**config.mk**
```make
export PLATFORM = sky130hd
export DESIGN_NAME = seq_detect_frame_ctrl_flat
export DESIGN_NICKNAME = d
export VERILOG_FILES = /design/src/rtl/seq_detect_frame_ctrl_if.sv /design/src/rtl/seq_detect_frame_ctrl.sv /design/src/flat_wrapper.sv
export SDC_FILE = /design/constraint.sdc
export NUM_CORES = 1
export LEC_CHECK = 0
export ABC_AREA = 1
export BUFFER_PORTS_ARGS = -buffer_cell sky130_fd_sc_hd__buf_2
export CAP_MARGIN = 10
export CORE_MARGIN = 3
export CORE_UTILIZATION = 55
export CTS_BUF_LIST = sky130_fd_sc_hd__clkbuf_16
export DETAILED_ROUTE_END_ITERATION = 8
export PLACE_DENSITY = 0.75
export RECOVER_POWER = 100
export SKIP_LAST_GASP = 1
export SYNTH_ARGS = -nofsm -noshare
export SYNTH_HDL_FRONTEND = slang
export SYNTH_SLANG_ARGS = --single-unit
```
**constraint.sdc**
```tcl
create_clock -name clk -period 1.7 [get_ports clk]
set_input_delay 0.34 -clock clk [delete_from_list [all_inputs] [get_ports clk]]
set_output_delay 0.34 -clock clk [all_outputs]
set_load 0.005 [all_outputs]
```
**src/rtl/seq_detect_frame_ctrl_if.sv**
```systemverilog
// rtl/seq_detect_frame_ctrl_if.sv - request/result bundle between a frame source and the frame sequencer
//
// Ports (signals):
//   start      master->slave  request, honoured only while the sequencer is idle
//   frame      master->slave  WIDTH frame bits, captured on an accepted start
//   clear_det  master->slave  1 = pulse the detector reset before shifting
//   busy       slave->master  frame in progress (CLR, SHIFT, DRAIN)
//   done       slave->master  one-cycle completion pulse
//   hits       slave->master  saturating count of attributed detector hits
//   hit_map    slave->master  per-frame-bit hit flags
//   overflow   slave->master  sticky, a hit arrived while hits was saturated
interface seq_detect_frame_ctrl_if #(
    parameter int WIDTH = 16,
    parameter int CNT_W = 5
);
    logic             start;
    logic [WIDTH-1:0] frame;
    logic             clear_det;
    logic             busy;
    logic             done;
    logic [CNT_W-1:0] hits;
    logic [WIDTH-1:0] hit_map;
    logic             overflow;

    modport master (
        output start, frame, clear_det,
        input  busy, done, hits, hit_map, overflow
    );

    modport slave (
        input  start, frame, clear_det,
        output busy, done, hits, hit_map, overflow
    );
endinterface

```
**src/rtl/seq_detect_frame_ctrl.sv**
```systemverilog
// rtl/seq_detect_frame_ctrl.sv - frame sequencer feeding a serial sequence detector
//
// Ports:
//   clk          rising-edge clock
//   reset_n      asynchronous active-low reset
//   ctl          slave side of the request/result bundle
//   det_reset_n  detector reset, low during reset_n and the CLR cycle
//   det_x        serial frame bit to the detector, MSB first
//   det_y        detector output, attributed back to frame bits
module seq_detect_frame_ctrl #(
    parameter int WIDTH   = 16,
    parameter int CNT_W   = 5,
    parameter int DET_LAT = 1
) (
    input  logic                    clk,
    input  logic                    reset_n,
    seq_detect_frame_ctrl_if.slave  ctl,
    output logic                    det_reset_n,
    output logic                    det_x,
    input  logic                    det_y
);
    localparam int CYC_W = $clog2(WIDTH + DET_LAT + 1);
    localparam int IDX_W = $clog2(WIDTH);
    localparam logic [CNT_W-1:0] HITS_MAX  = '1;
    localparam logic [CYC_W-1:0] LAST_BIT  = CYC_W'(WIDTH - 1);
    localparam logic [CYC_W-1:0] LAST_CYC  = CYC_W'(WIDTH + DET_LAT - 1);

    typedef enum logic [2:0] {
        ST_IDLE  = 3'd0,
        ST_CLR   = 3'd1,
        ST_SHIFT = 3'd2,
        ST_DRAIN = 3'd3,
        ST_DONE  = 3'd4
    } state_t;

    state_t           state_q, state_d;
    logic [WIDTH-1:0] sreg_q, sreg_d;
    logic [CYC_W-1:0] cyc_q, cyc_d;
    logic [CNT_W-1:0] hits_q, hits_d;
    logic [WIDTH-1:0] hit_map_q, hit_map_d;
    logic             overflow_q, overflow_d;
    logic             clr_q, clr_d;
    logic             hit;
    int               bit_idx;

    always_ff @(posedge clk or negedge reset_n) begin
        if (!reset_n) begin
            state_q    <= ST_IDLE;
            sreg_q     <= '0;
            cyc_q      <= '0;
            hits_q     <= '0;
            hit_map_q  <= '0;
            overflow_q <= 1'b0;
            clr_q      <= 1'b0;
        end else begin
            state_q    <= state_d;
            sreg_q     <= sreg_d;
            cyc_q      <= cyc_d;
            hits_q     <= hits_d;
            hit_map_q  <= hit_map_d;
            overflow_q <= overflow_d;
            clr_q      <= clr_d;
        end
    end

    always_comb begin
        state_d    = state_q;
        sreg_d     = sreg_q;
        cyc_d      = cyc_q;
        hits_d     = hits_q;
        hit_map_d  = hit_map_q;
        overflow_d = overflow_q;
        hit        = 1'b0;
        bit_idx    = 0;

        case (state_q)
            ST_IDLE: begin
                if (ctl.start) begin
                    sreg_d     = ctl.frame;
                    cyc_d      = '0;
                    hits_d     = '0;
                    hit_map_d  = '0;
                    overflow_d = 1'b0;
                    state_d    = ctl.clear_det ? ST_CLR : ST_SHIFT;
                end
            end
            ST_CLR: begin
                state_d = ST_SHIFT;
            end
            ST_SHIFT: begin
                sreg_d = {sreg_q[WIDTH-2:0], 1'b0};
                cyc_d  = cyc_q + CYC_W'(1);
                // cyc_q counts cycles since SHIFT cycle 0; samples earlier than
                // the detector latency belong to no bit of this frame.
                hit    = det_y && (int'(cyc_q) >= DET_LAT);
                if (cyc_q == LAST_BIT) begin
                    state_d = (DET_LAT > 0) ? ST_DRAIN : ST_DONE;
                end
            end
            ST_DRAIN: begin
                cyc_d = cyc_q + CYC_W'(1);
                hit   = det_y && (int'(cyc_q) >= DET_LAT);
                if (cyc_q == LAST_CYC) begin
                    state_d = ST_DONE;
                end
            end
            ST_DONE: begin
                state_d = ST_IDLE;
            end
            default: begin
                state_d = ST_IDLE;
            end
        endcase

        if (hit) begin
            // Sample cycle t maps to frame bit k = t - DET_LAT, sent MSB first.
            bit_idx = WIDTH - 1 - (int'(cyc_q) - DET_LAT);
            hit_map_d[IDX_W'(bit_idx)] = 1'b1;
            if (hits_q == HITS_MAX) begin
                overflow_d = 1'b1;
            end else begin
                hits_d = hits_q + CNT_W'(1);
            end
        end
    end

    // Registered so the detector reset is a clean one-cycle pulse in CLR.
    assign clr_d = (state_d == ST_CLR);

    assign ctl.busy     = (state_q == ST_CLR) || (state_q == ST_SHIFT) || (state_q == ST_DRAIN);
    assign ctl.done     = (state_q == ST_DONE);
    assign ctl.hits     = hits_q;
    assign ctl.hit_map  = hit_map_q;
    assign ctl.overflow = overflow_q;

    assign det_x        = (state_q == ST_SHIFT) & sreg_q[WIDTH-1];
    assign det_reset_n  = reset_n & ~clr_q;
endmodule

```
**src/flat_wrapper.sv**
```systemverilog
// flat-port wrapper written by rule: the top's interface ports become plain ports
module seq_detect_frame_ctrl_flat 
#(
    parameter int WIDTH   = 16,
    parameter int CNT_W   = 5,
    parameter int DET_LAT = 1
)
  (clk, reset_n, det_reset_n, det_x, det_y, ctl_start, ctl_frame, ctl_clear_det, ctl_busy, ctl_done, ctl_hits, ctl_hit_map, ctl_overflow);
  seq_detect_frame_ctrl_if #(.WIDTH(WIDTH), .CNT_W(CNT_W)) ctl_i ();
  input  logic clk;
  input  logic reset_n;
  output logic det_reset_n;
  output logic det_x;
  input  logic det_y;
  input wire logic [$bits(ctl_i.start)-1:0] ctl_start;
  input wire logic [$bits(ctl_i.frame)-1:0] ctl_frame;
  input wire logic [$bits(ctl_i.clear_det)-1:0] ctl_clear_det;
  output wire logic [$bits(ctl_i.busy)-1:0] ctl_busy;
  output wire logic [$bits(ctl_i.done)-1:0] ctl_done;
  output wire logic [$bits(ctl_i.hits)-1:0] ctl_hits;
  output wire logic [$bits(ctl_i.hit_map)-1:0] ctl_hit_map;
  output wire logic [$bits(ctl_i.overflow)-1:0] ctl_overflow;
  assign ctl_i.start = ctl_start;
  assign ctl_i.frame = ctl_frame;
  assign ctl_i.clear_det = ctl_clear_det;
  assign ctl_busy = ctl_i.busy;
  assign ctl_done = ctl_i.done;
  assign ctl_hits = ctl_i.hits;
  assign ctl_hit_map = ctl_i.hit_map;
  assign ctl_overflow = ctl_i.overflow;
  seq_detect_frame_ctrl #(.WIDTH(WIDTH), .CNT_W(CNT_W), .DET_LAT(DET_LAT)) u_core (.clk(clk), .reset_n(reset_n), .ctl(ctl_i), .det_reset_n(det_reset_n), .det_x(det_x), .det_y(det_y));
endmodule
```
==> results of run 1 <==
[report_power, final]
part | total (W) | leakage, nW | switching (W) | internal, W
registers | 0.00176 | 0.614 | 0.000246 | 0.00152
logic | 0.00214 | 0.853 | 0.00133 | 0.000813
clock network | 0.00107 | 0.0812 | 0.000385 | 0.000685
[critical path: cells and delay by family (launching register included)]
family	cells	cell delay [ns]
buf+inv	2	0.30
flops	1	0.38
simple gates	2	0.33
[what timing repair did]
| action | 4_1_cts | 5_1_grt |
|---|---|---|
| hold buffers | 0 | 0 |
| resized for setup | 0 | 1 |
| endpoints found under the hold margin | 0 | 0 |
| setup buffers | 0 | 0 |
| setup endpoints to repair | 0 | 3 |
[worst paths after layout]
kind | startpoint | to | slack, ns | cells past startpoint
min in group asynchronous | reset_n | u_core.ctl.hit_map[14] | 0.36 | 2
min reg2reg | u_core.ctl.hit_map[15] | u_core.ctl.hit_map[15] | 0.49 | 2
min | ctl_frame[0] | u_core.sreg_q[0] | 0.30 | 3
max reg2reg | u_core.ctl.hits[1] | u_core.ctl.hits[3] | 0.14 | 9
max in group asynchronous | reset_n | u_core.state_q[2] | 0.66 | 2
max | u_core.state_q[0] | det_x | 0.07 | 4
[cell families (layout without fill, tap and decap cells)]
logic type | after synthesis | in the layout | share of synthesized area
compound gates | 48 | 48 | 0.108
xor+xnor | 2 | 2 | 0.00717
fa+ha+maj | 9 | 9 | 0.0461
buf+inv | 64 | 116 | 0.111
flops | 47 | 47 | 0.481
simple gates | 143 | 143 | 0.246
[layout make-up]
cell class / count / area [um^2] / share of cell area
sequential: 47 / 1180 / 0.408
clock inverter: 3 / 38.8 / 0.0135
timing repair buffer: 53 / 277 / 0.0960
clock buffer: 5 / 125 / 0.0434
inverter: 55 / 206 / 0.0717
tap: 50 / 62.6 / 0.0217
multi-input combinational: 202 / 995 / 0.345
[state kept, by name, indices dropped and copies added, names as in the netlist]
name and cells:
u_core.clr_q 1, u_core.state_q 3, u_core.cyc_q 5, u_core.sreg_q 16, u_core.ctl.hits 5, u_core.ctl.hit_map 16
u_core.ctl.overflow 1
[layout by cell type (no fill, tap or decap), drive strengths merged, types with 2 or more instances in the layout]
cell type,instances
o21bai,8
inv,55
clkbuf,16
dfrtp,47
nor2,33
o22ai,2
nand3,15
nand2,82
buf,42
xor2,2
nand4,10
clkinv,2
ha,9
o21ai,36
[metal layers]
layer,track usage,vias up
met5,0,-
met4,0.0553,0
met3,0.0427,7
met2,0.315,46
met1,0.265,923
li1,-,1078
[per-stage QoR]
step	instance area (um^2)	instances	utilization
after floorplan	2440	313	-
final	2880	415	0.695
after global placement	2740	407	0.661
after detailed placement	2740	407	0.661
after CTS	2900	415	0.700
after global routing	2880	415	0.695
==> reports/metrics.yaml, run 1 <==
ant_nets: 0
nFillCells: 379
yosys_warnings: 0
route.met2.wl_um: 2170
worst_slack_ns: 0.0744
cp_slowest_stage_delay_ns: 0.38
htreeDepth: 2
finalHoldViolCount: 0
drc_errors: 0
diodes: 0
routed_wire_length_per_instance_um: 11.3
grt_pass1_wl_um: 8150
nNetsFinal: 394
maxUsedRoutingLayer: "met4"
grtUsageTotal: 0.195
dr_total_vias: 2054
worstSetupPathType: "reg -> out"
clock_latency_ns: 0.28
viasPerCell: 4.95
core.rowCount: 23
final-setup-viol-count: 0
outcome: "completed"
end_kind: "primary output"
postSynthNetCount: 343
synth_edf_count: 0
min_path_type: "in -> reg"
ys_ff_latch: 47
grt_pass1_vias: 1862
yosys.area.top_type: "dfrtp_1"
ir_drop_mv: 0.773
layout-drive-gt1-share: 0.162
clock_sinks: 47
dr_wl_met3_um: 245
cp_data_arrival_time_ns: 1.29
syn_avg_cell_area_um2: 7.81
io_buffers: 46
antenna_found_initial: 0
path_clk_slew_ns: 0.06
ioPinCount: 47
totalWireLength_um: 4670
p_per_area_nw_per_um2: 1730
hpwl_um: 3380
max_freq_mhz: 615
initial_utilization: 0.590
critPathSlowestCell: "dfrtp_1"
cts_buffers: 5
routabilityCongestion: 0.845
synth.cell_area_um2: 2440
yosys.cell_types.count: 24
crit_chain: "inv_1 > nand3_2 > nor2_1 > buf_2"
crit_fanout: 8
area_delta_synth_final_pct: 17.8
setup_tns_ns: 0
rsz0062_at_grt: "no"
power.total_w: 0.00497
final-max-slew-violation-count: 0
synth_cells: 313
fin_worst_skew_ns: 0.00318
ys_top_cells_by_count: "nand2_1 (80), inv_1 (52), dfrtp_1 (47)"
place_ws_ns: 0.129
cts-root-buf: "clkbuf_16"
synthArstFlopShare: 1.00
yosysMostFrequentCell: "nand2_1"
fin_crit_sh: 0.956
cts_tree: "built"
final.min_clock_period_ns: 1.63
clockBufferDepth: 2
wl_met1_um: 2200
synth_top_flop_cell: "dfrtp_1"
yosysTopAreaCellShare: 0.481
dieWidth_um: 72.7
synthTopCellsByArea: "dfrtp_1 (48%), nand2_1 (12%), inv_1 (8.0%)"
first_pass_iters: 4
die_height_um: 72.7
drt_iter0_markers: 162
overflow: 0
ys_seq_area_frac: 0.481
p_leak_nw: 1.55
crit_required_ns: 1.36
die-area_um2: 5280
hold_slack_ns: 0.296
cap_violations: 0
core-area_um2: 4140
critPathLaunchType: "flop"
slew_headroom: 0.257
grt_max_degree: 48
tightestPinTransition_ns: 1.11
No activity file was read; power rests on OpenSTA's default activity.
==> run 2: changes to the inputs <==
--- a/config.mk
+++ b/config.mk
@@ -5,14 +5,13 @@
 export SDC_FILE = /design/constraint.sdc
 export NUM_CORES = 1
 export LEC_CHECK = 0
-export ABC_AREA = 1
 export BUFFER_PORTS_ARGS = -buffer_cell sky130_fd_sc_hd__buf_2
 export CAP_MARGIN = 10
 export CORE_MARGIN = 3
-export CORE_UTILIZATION = 55
+export CORE_UTILIZATION = 53
 export CTS_BUF_LIST = sky130_fd_sc_hd__clkbuf_16
 export DETAILED_ROUTE_END_ITERATION = 8
-export PLACE_DENSITY = 0.75
+export PLACE_DENSITY = 0.74
 export RECOVER_POWER = 100
 export SKIP_LAST_GASP = 1
 export SYNTH_ARGS = -nofsm -noshare
==> reports/metrics.yaml, run 2 <==
outcome: "finished, violations left"  # was completed
clock_latency_ns: 0.28  # about the same
grtUsageTotal: 0.201  # was 0.195
synth_cells: 195  # was 313
totalWireLength_um: 4760  # was 4670 um
clock_sinks: 47  # unchanged
final.min_clock_period_ns: 1.79  # was 1.63 ns
drt_iter0_markers: 59  # was 162
dieWidth_um: 70.0  # was 72.7 um
slew_headroom: 0.251  # was 0.257
yosys_warnings: 0  # unchanged
routabilityCongestion: 0.820  # was 0.845
synthArstFlopShare: 1.00  # unchanged
core.rowCount: 22  # was 23
cts_tree: "built"  # unchanged
ys_seq_area_frac: 0.542  # was 0.481
power.total_w: 0.00453  # was 0.00497 W
dr_wl_met3_um: 323  # was 245 um
route.met2.wl_um: 2270  # was 2170 um
yosysTopAreaCellShare: 0.542  # was 0.481
cap_violations: 0  # unchanged
clockPowerShare: 0.203  # was 0.215
worstSetupPathType: "reg -> reg"  # was reg -> out
drc_errors: 0  # unchanged
synth_top_flop_cell: "dfrtp_1"  # unchanged
holdPathStages: 3  # unchanged
diodes: 0  # unchanged
first_pass_iters: 4  # unchanged
ant_nets: 0  # unchanged
rr_worst_depth: 5  # was 9
fin_worst_skew_ns: 0.00686  # was 0.00318 ns
yosys.cell_types.count: 40  # was 24
final_cell_mix: "dfrtp_1 (47), buf_2 (40), nand2_1 (22)"  # was nand2_1 (80), inv_1 (52), dfrtp_1 (47)
p_leak_nw: 1.32  # was 1.55 nW
ir_drop_mv: 0.616  # was 0.773 mV
area_delta_synth_final_pct: 27.4  # was 17.8%
combPwrFrac: 0.424  # was 0.430
die_height_um: 70.0  # was 72.7 um
final-setup-viol-count: 11  # was 0
grt_pass1_wl_um: 7650  # was 8150 um
crit_required_ns: 1.87  # was 1.36 ns
critPathLaunchType: "flop"  # unchanged
overflow: 0  # unchanged
internal_power_w: 0.00290  # was 0.00302 W
ioPinCount: 47  # unchanged
grt_pass1_vias: 1570  # was 1,862
io_buffers: 46  # unchanged
fin_crit_sh: 1.05  # was 0.956
p_per_area_nw_per_um2: 1640  # was 1730 nW/um^2
swShare: 0.360  # was 0.393
ys_ff_latch: 47  # unchanged
grt_max_degree: 48  # unchanged
hold_slack_ns: 0.296  # about the same
p_switching_w: 0.00163  # was 0.00196 W
initial_utilization: 0.571  # was 0.590
synthTopCellsByArea: "dfrtp_1 (54%), mux2i_1 (7.4%), o21ai_0 (6.0%)"  # was dfrtp_1 (48%), nand2_1 (12%), inv_1 (8.0%)
syn_avg_cell_area_um2: 11.1  # was 7.81 um^2
core-area_um2: 3800  # was 4140 um^2
die-area_um2: 4890  # was 5280 um^2
violations: "negative setup slack"
rsz0062_at_grt: "yes"  # was no
nNetsFinal: 292  # was 394
cts-root-buf: "clkbuf_16"  # unchanged
crit_chain: "buf_4 > or3_4 > o211ai_1 > nor3_2 > a22o_1"  # was inv_1 > nand3_2 > nor2_1 > buf_2
cp_data_arrival_time_ns: 1.96  # was 1.29 ns
wl_met1_um: 2080  # was 2200 um
path_clk_slew_ns: 0.06  # about the same
setup_tns_ns: -0.634  # was 0 ns
final_common_cell: "dfrtp_1"  # was nand2_1
max_freq_mhz: 558  # was 615 MHz
cp_slowest_stage_delay_ns: 0.42  # was 0.38 ns
end_kind: "flop"  # was primary output
postSynthNetCount: 225  # was 343
yosysMostFrequentCell: "dfrtp_1"  # was nand2_1
crit_fanout: 4  # was 8
synth_edf_count: 0  # unchanged
finalHoldViolCount: 0  # unchanged
hpwl_um: 2900  # was 3380 um
dr_total_vias: 1671  # was 2,054
maxUsedRoutingLayer: "met4"  # unchanged
layout-drive-gt1-share: 0.319  # was 0.162
synth.cell_area_um2: 2170  # was 2440 um^2
clockBufferDepth: 2  # unchanged
antenna_found_initial: 0  # unchanged
ys_top_cells_by_count: "dfrtp_1 (47), o21ai_0 (26), nand2_1 (22)"  # was nand2_1 (80), inv_1 (52), dfrtp_1 (47)
routed_wire_length_per_instance_um: 15.3  # was 11.3 um
yosys.area.top_type: "dfrtp_1"  # unchanged
tightestPinTransition_ns: 1.12  # was 1.11 ns
htreeDepth: 2  # unchanged
critPathSlowestCell: "dfrtp_1"  # unchanged
worst_slack_ns: -0.0917  # was 0.0744 ns
p_seq_frac: 0.373  # was 0.355
min_path_type: "in -> reg"  # unchanged
cts_buffers: 5  # unchanged
nFillCells: 289  # was 379
viasPerCell: 5.37  # was 4.95
place_ws_ns: -0.0473  # was 0.129 ns
final-max-slew-violation-count: 0  # unchanged
## run 2: layout make-up
| cell class | count | area, um^2 | share of cell area |
|---|---|---|---|
| repair buffers | 70 | 400 | 0.145 |
| clock buffers | 5 | 125 | 0.0453 |
| multi-input cells | 132 | 967 | 0.350 |
| inverters | 6 | 22.5 | 0.00815 |
| clock inverters | 3 | 11.3 | 0.00408 |
| flip-flops and latches | 47 | 1180 | 0.426 |
| well taps | 48 | 60.1 | 0.0217 |
## run 2: kinds of logic (layout without fill, tap and decap cells)
family | after synthesis | after routing | share of synthesized area
simple gates | 62 | 62 | 0.156
mux | 16 | 16 | 0.0739
buf+inv | 16 | 84 | 0.0421
xor+xnor | 2 | 2 | 0.00808
compound gates | 43 | 43 | 0.126
flops | 47 | 47 | 0.542
fa+ha+maj | 9 | 9 | 0.0519
## run 2: power by group through the flow
stage,Combinational (W),Sequential [W],Clock [W]
2_1_floorplan,0.000996,0.00171,0
3_3_place_gp,0.00163,0.00168,0
3_5_place_dp,0.00167,0.00169,0
4_1_cts,0.00179,0.00169,0.000927
5_1_grt,0.00212,0.00174,0.000993
6_report,0.00192,0.00169,0.000919
## run 2: path summary, 6_finish.rpt
check | to | from | slack [ns]
setup / recovery | u_core.ctl.hit_map[4] | u_core.cyc_q[1] | -0.09
hold / removal | u_core.sreg_q[0] | ctl_frame[0] | 0.30
setup reg to reg | u_core.ctl.hit_map[4] | u_core.cyc_q[1] | -0.09
hold reg to reg | u_core.sreg_q[7] | u_core.sreg_q[6] | 0.48
max in group asynchronous | u_core.sreg_q[9] | reset_n | 0.57
min in group asynchronous | u_core.clr_q | reset_n | 0.44
## run 2: metrics by stage
step | area (um^2) | util | std cells
final | 2760 | 0.727 | 311
after global routing | 2760 | 0.727 | 311
after CTS | 2720 | 0.717 | 308
after detailed placement | 2550 | 0.672 | 298
after global placement | 2550 | 0.672 | 298
after floorplan | 2180 | - | 195
## run 2: timing repair
item | CTS | global route
hold buffers | 0 | 0
setup buffers | 2 | 3
pin swaps | 2 | 6
endpoints found under the hold margin | 0 | 0
gates resized for setup | 3 | 15
endpoints found under the setup margin | 14 | 16
## run 2: critical path, delay by kind of cell, from the launching register on
| family | cells | cell delay, ns |
|---|---|---|
| buffers and inverters | 1 | 0.16 |
| flip-flops | 1 | 0.42 |
| AO/OA/AOI/OAI | 2 | 0.58 |
| AND/OR/NAND/NOR | 2 | 0.52 |
## run 2: per-layer routing
layer / track usage / up-vias
met1: 0.267 / 784
met3: 0.0475 / 9
met2: 0.308 / 60
met5: 0 / -
met4: 0.0957 / 0
li1: - / 818
